<file path="src/rtl/audio_tone_source.sv">
// Stereo square-wave source for the DAC streaming channels: one L/R pair per handshake,
// toggling sign every half_period accepted pairs.
module audio_tone_source #(
  parameter int DATA_WIDTH = 16,
  parameter int HP_WIDTH   = 16
) (
  input  logic                  clk,
  input  logic                  reset,
  input  logic                  enable,
  input  logic [HP_WIDTH-1:0]   half_period,
  input  logic [DATA_WIDTH-1:0] left_amplitude,
  input  logic [DATA_WIDTH-1:0] right_amplitude,
  output logic [DATA_WIDTH-1:0] to_dac_left_channel_data,
  output logic                  to_dac_left_channel_valid,
  input  logic                  to_dac_left_channel_ready,
  output logic [DATA_WIDTH-1:0] to_dac_right_channel_data,
  output logic                  to_dac_right_channel_valid,
  input  logic                  to_dac_right_channel_ready,
  output logic                  tone_phase
);
  localparam int MW = DATA_WIDTH - 1;

  typedef enum logic [1:0] {IDLE, LOAD, SEND} state_t;

  state_t                       state;
  logic [HP_WIDTH-1:0]          cnt, hp_q;
  logic [1:0][MW-1:0]           amp_q, amp_in, amp_sel;
  logic [1:0][DATA_WIDTH-1:0]   data_q, sample;
  logic [1:0]                   vld, done, rdy, xfer;
  logic                         pair_done, wrap;
  logic                         unused_amp_msb;

  // Index 0 = left, 1 = right; amplitude MSB is dropped to keep a 15-bit magnitude.
  assign amp_in         = {right_amplitude[MW-1:0], left_amplitude[MW-1:0]};
  assign unused_amp_msb = left_amplitude[MW] ^ right_amplitude[MW];
  assign rdy            = {to_dac_right_channel_ready, to_dac_left_channel_ready};
  assign xfer           = done | (vld & rdy);
  assign pair_done      = &xfer;
  assign wrap           = (cnt == hp_q - HP_WIDTH'(1));
  // Config is only picked up at the first sample of a half-cycle.
  assign amp_sel        = (cnt == '0) ? amp_in : amp_q;

  for (genvar i = 0; i < 2; i++) begin : g_ch
    assign sample[i] = tone_phase ? {1'b0, amp_sel[i]}
                                  : DATA_WIDTH'(0) - {1'b0, amp_sel[i]};
  end

  always_ff @(posedge clk) begin
    if (reset) begin
      state      <= IDLE;
      vld        <= '0;
      done       <= '0;
      data_q     <= '0;
      tone_phase <= 1'b1;
      cnt        <= '0;
      hp_q       <= HP_WIDTH'(1);
      amp_q      <= '0;
    end else begin
      case (state)
        IDLE: if (enable) state <= LOAD;
        LOAD: begin
          if (cnt == '0) begin
            hp_q  <= (half_period == '0) ? HP_WIDTH'(1) : half_period;
            amp_q <= amp_in;
          end
          data_q <= sample;
          vld    <= 2'b11;
          done   <= '0;
          state  <= SEND;
        end
        SEND: begin
          vld  <= vld & ~rdy;
          done <= xfer;
          if (pair_done) begin
            if (wrap) begin
              cnt        <= '0;
              tone_phase <= ~tone_phase;
            end else begin
              cnt <= cnt + HP_WIDTH'(1);
            end
            state <= enable ? LOAD : IDLE;
          end
        end
        default: state <= IDLE;
      endcase
    end
  end

  assign to_dac_left_channel_data   = data_q[0];
  assign to_dac_right_channel_data  = data_q[1];
  assign to_dac_left_channel_valid  = vld[0];
  assign to_dac_right_channel_valid = vld[1];
endmodule

</file>
<file path="config.mk">
export PLATFORM = sky130hd
export DESIGN_NAME = audio_tone_source
export DESIGN_NICKNAME = d
export VERILOG_FILES = /design/src/rtl/audio_tone_source.sv
export SDC_FILE = /design/constraint.sdc
export NUM_CORES = 1
export LEC_CHECK = 0
export ABC_CLOCK_PERIOD_IN_PS = 3900
export BUFFER_PORTS_ARGS = -buffer_cell sky130_fd_sc_hd__buf_2
export CAP_MARGIN = 25
export CORE_UTILIZATION = 48
export CTS_CLUSTER_DIAMETER = 30
export CTS_CLUSTER_SIZE = 24
export DETAILED_ROUTE_END_ITERATION = 16
export HOLD_SLACK_MARGIN = 0.15
export PLACE_DENSITY = 0.76
export SKIP_CTS_REPAIR_TIMING = 1
export SLEW_MARGIN = 20
export SYNTH_ARGS = -nofsm -noshare
export SYNTH_HDL_FRONTEND = slang
export SYNTH_SLANG_ARGS = --single-unit
export TNS_END_PERCENT = 10
</file>
<file path="constraint.sdc">
create_clock -name clk -period 3.9 [get_ports clk]
set_input_delay 0 -clock clk [delete_from_list [all_inputs] [get_ports clk]]
set_output_delay 0 -clock clk [all_outputs]
set_load 0.02 [all_outputs]
</file>
# --- Word-level counts from Yosys, hierarchy flattened ---
# Index checks and enable logic that the tools add are counted.
word_totals:
  reg_bits: 101
  word_cells: 44
op_classes:
  n_addsub: 4
  eq_ne: 5
  n_mux: 11
  n_bitwise: 5
  reduce_logical: 9
ops:
  columns: ["cell", "n"]
  rows:
  - ["$mux W16", 4]
  - ["$logic_not A16 Y1", 2]
  - ["$sub A1 B15 Y16 const A", 2]
  - ["$mux W30", 1]
  - ["$add A16 B1 Y16 const B", 1]
  - ["$eq A16 B16 Y1", 1]
  - ["$sub A16 B1 Y16 const B", 1]
  - ["$pmux W2 S2", 2]
  - ["$pmux W2 S3", 1]
  - ["$reduce_and A2 Y1", 3]
  - ["$and A2 B2 Y2", 2]
  - ["$mux W2", 2]
  - ["$ne A2 B2 Y1 const B", 2]
  - ["$reduce_and A4 Y1", 1]
  - ["$reduce_and A3 Y1", 1]
  - ["$eq A2 B1 Y1 const B", 1]
  - ["$eq A2 B2 Y1 const B", 1]
  - ["$logic_not A2 Y1", 1]
  - ["$not A2 Y2", 1]
  - ["$or A2 B2 Y2", 1]
  - ["$reduce_bool A2 Y1", 1]
  - ["$mux W1", 1]
  - ["$not A1 Y1", 1]

# --- Depth between registers and ports, before layout ---
logic_depth:
  depth_word: 5
  depth_mapped: 15
  depth_no_buf: 12

# --- Least setup slack after synthesis ---
# No wires, ideal clock.
synth_timing:
  kind: "flip-flop to flip-flop"
  startpoint: "register cnt[0]"
  endpoint: "register data_q (netlist bit to_dac_left_channel_data[12])"
  arrival_ps: 3525
  required_ps: 3825
  setup_slack_ps: 300
  path_stages_with_launch: 16
  n_path_buf: 3
  synth_period_minus_slack_ps: 3600
  path_cell_list: "dfxtp_1 > inv_1 > ha_1 > nor4b_1 > and4_1 > buf_2 > buf_2 > buf_2 > mux2i_1 > ha_1 > or3b_2 > mux2i_1 > a21boi_0 > a31oi_1 > xor2_1 > o21ai_0"
synth_via:
  elab_chain_len: 4
synth_rtl:
  columns: ["item", "line_no", "source"]
  rows:
  - ["from (decl)", "26", "logic [HP_WIDTH-1:0] cnt, hp_q;"]
  - ["from (signal assigned)", "79", "cnt <= cnt + HP_WIDTH'(1);"]
  - ["$logic_not A16 Y1 (*)", "41", "assign amp_sel = (cnt == '0) ? amp_in : amp_q;"]
  - ["$mux W30 (*)", null, null]
  - ["$sub A1 B15 Y16", "45", ": DATA_WIDTH'(0) - {1'b0, amp_sel[i]};"]
  - ["$mux W16 (*)", "44", "assign sample[i] = tone_phase ? {1'b0, amp_sel[i]}"]
  - ["to (signal assigned)", "66", "data_q <= sample;"]
  - ["to (decl)", "28", "logic [1:0][DATA_WIDTH-1:0] data_q, sample;"]
# Mark *: on every way between the ends. The rest lies on a longest branch, timed or not.
# A chain may end at the register's enable or synchronous reset.

# --- Final worst setup path ---
# Ends and elaborated chain as after synthesis.

==> impl_metrics.env <==
export IMPL_end_kind="register"
export IMPL_worst_setup_path_start_kind="register"
export IMPL_status="finished, final reports clean"
export IMPL_area_growth_pct=22.6
export IMPL_cts_root_buf="clkbuf_16"
export IMPL_synth_fp_nets=743
export IMPL_multiInputGateArea_mm2=0.00336
export IMPL_max_stage_delay_ns=0.46
export IMPL_die_width_um=110
export IMPL_synth_avg_cell_area_um2=8.17
export IMPL_path_cells="inv_1 -> ha_1 -> nor4b_1 -> and4_2 -> mux2i_1 -> ha_1 -> or3b_2 -> mux2i_1 -> a21boi_1 -> buf_4 -> a31oi_1 -> xor2_1 -> o21ai_0"
export IMPL_min_path_type="input port to register"
export IMPL_die_y_um=110
export IMPL_tns_ns=0
export IMPL_ant_nets=0
export IMPL_cp_arrival_ns=3.85
export IMPL_ctsHtreeMaxLevel=3
export IMPL_cp_required_ns=4.17
export IMPL_setup_ws_ns=0.322
export IMPL_ys_warn_count=0
export IMPL_cap_viol_max_count=0
export IMPL_relSlewSlack_pct=45.7
export IMPL_seq_area_mm2=0.00198
export IMPL_final_common_cell="nand2_1"
export IMPL_utilization_pct=61.6
export IMPL_ys_seq_elements=99
export IMPL_port_buffers=85
export IMPL_syn_area_mm2=0.00557
export IMPL_drt_wirelength_per_cell_um=16.4
export IMPL_switching_share_pct=38.6
export IMPL_ys_seq_area_share_pct=35.6
export IMPL_first_pass_iters=5
export IMPL_seq_power_share_pct=38.8
export IMPL_drv_slew=0
export IMPL_ys_async_sr_fraction_pct=0
export IMPL_combPwrFrac_pct=36.4
export IMPL_clock_fmax_mhz=279
export IMPL_clk_pin_slew_ns=0.07
export IMPL_power_frac_clock_pct=24.8
export IMPL_routed_wl_mm=15.5
export IMPL_vdd_drop_max_uv=324
export IMPL_p_leak_nw=2.92
export IMPL_drc_errors=0
export IMPL_tightest_slew_ns=0.813
export IMPL_drt_iter0_drc=428
export IMPL_timing_final_crit_share_pct=91.7
export IMPL_slowest_stage="or3b_2"
export IMPL_antenna_found_initial=0
export IMPL_whs_ns=0.116
export IMPL_finClkSkew_ns=0.0117
export IMPL_overflow=0
export IMPL_power_density_mw_per_mm2=530
export IMPL_dp_slack_ns=0.274
export IMPL_cts_buffer_depth=2
export IMPL_placed_cell_area_mm2=0.00606
export IMPL_rows=38
export IMPL_synth_cell_type_count=61
export IMPL_hold_violations=0
export IMPL_cts_tree="yes"
export IMPL_drt_vias_per_instance=5.87
export IMPL_path_buf_inv=2
export IMPL_power_internal_mw=2.22
export IMPL_netlist_instances=681
export IMPL_rsz0062_at_grt="no"
export IMPL_nets=858
export IMPL_gp_congestion=0.885
export IMPL_core_area_mm2=0.0111
export IMPL_dp_hpwl_mm=10.7
export IMPL_p_sw_mw=1.40
export IMPL_finalSetupViolations=0
export IMPL_power_mw=3.62
export IMPL_grt_use_total_pct=26.0
export IMPL_final_cell_mix="100 x nand2_1, 99 x dfxtp_1, 85 x buf_2"
export IMPL_final_layout_size_suffix_gt1_share_pct=17.7
export IMPL_cts_buffers=9
export IMPL_ios=88
export IMPL_critPathTopFamily="simple AND/OR/NAND/NOR gates"
export IMPL_grt_pass1_wl_mm=24.4
export IMPL_timing_final_crit_period_ns=3.58
export IMPL_stdcell_area_mm2=0.00683
export IMPL_n_antenna_cell=0
export IMPL_path_class="register to register"
export IMPL_cp_max_fo=5
export IMPL_clock_latency_ns=0.36
export IMPL_grt_pass1_vias=5047
export IMPL_dp_cells=878
export IMPL_grt_max_degree=56
export IMPL_n_fill_cell=915
export IMPL_final_cells=941
export IMPL_dieArea_mm2=0.0120
export IMPL_num_vias=5526
export IMPL_cts_sinks=99
export IMPL_start_util_pct=50.2
export IMPL_synth_edf_count=0
export IMPL_synth_ff_type="dfxtp_1"
[flip-flops by register name (all words and copies together) (netlist names)]
register                   cells
to_dac_left_channel_data      15
vld                            2
amp_q                         30
done                           2
state                          2
tone_phase                     1
hp_q                          16
to_dac_right_channel_data     15
cnt                           16
[synth_stat cells, drive strengths merged (9+ instances only)]
| library cell | n | area share, % |
|---|---|---|
| xnor2 | 24 | 3.8 |
| mux2 | 11 | 2.2 |
| clkbuf | 25 | 1.7 |
| o21ai | 16 | 1.4 |
| mux2i | 43 | 7.7 |
| nor4 | 19 | 2.1 |
| nand2 | 100 | 6.7 |
| nor2 | 86 | 6.2 |
| a21oi | 57 | 5.1 |
| xor2 | 30 | 4.7 |
| ha | 9 | 2.0 |
| nor3 | 15 | 1.4 |
| dfxtp | 99 | 36 |
| nand3 | 11 | 0.99 |
| buf | 12 | 1.6 |
| nand4 | 9 | 1.0 |
| a211oi | 16 | 2.2 |
| inv | 13 | 0.88 |
[kinds of logic (layout without fill, tap and decap cells)]
kind of cell	after synthesis	in the layout	share of synthesized area (%)
XOR/XNOR	54	54	8.50
buffers and inverters	50	170	4.14
AO/OA/AOI/OAI	138	138	16.0
flip-flops	99	99	35.6
AND/OR/NAND/NOR	277	277	23.8
multiplexers	54	54	9.96
adder cells (fa/ha/maj)	9	9	2.02
[per-layer routing]
layer  part of all wire (%)  wire [µm]  vias up  GRT usage [%]
li1                       -          -     2661              -
met1                     45       6910     2622           33.8
met2                     47       7250      206           41.7
met3                    5.7        876       37           4.80
met4                    2.7        416        0           12.0
met5                      0          0        -              0
[area by class of cell]
type | count | area share, %
Sequential cell | 99 | 29.0
Timing Repair Buffer | 141 | 14.1
Tap cell | 140 | 2.57
Inverter | 13 | 0.715
Multi-Input combinational cell | 532 | 49.2
Clock inverter | 5 | 0.917
Clock buffer | 11 | 3.41
[tightest hold or removal path, stage by stage]
cell,delay [ns]
buf_2,0.09
mux2i_1,0.11
a211oi_1,0.23
[final timing paths]
check	start	end	slack, ns	depth (start not counted)
worst max register to register	cnt[0]	to_dac_left_channel_data[12]	0.32	13
worst max-delay path	cnt[0]	to_dac_left_channel_data[12]	0.32	13
worst min-delay path	right_amplitude[13]	amp_q[28]	0.12	3
worst min register to register	to_dac_right_channel_data[15]	to_dac_right_channel_data[15]	0.45	2
[power groups by stage]
stage	Clock, mW	Combinational (mW)	Sequential, mW
floorplan	0	0.851	1.46
global placement	0	1.20	1.41
detailed placement	0	1.25	1.42
CTS	0.904	1.26	1.40
global route	0.946	1.45	1.43
finish	0.899	1.32	1.40
Note: power is estimated with default switching activity, not from simulation.
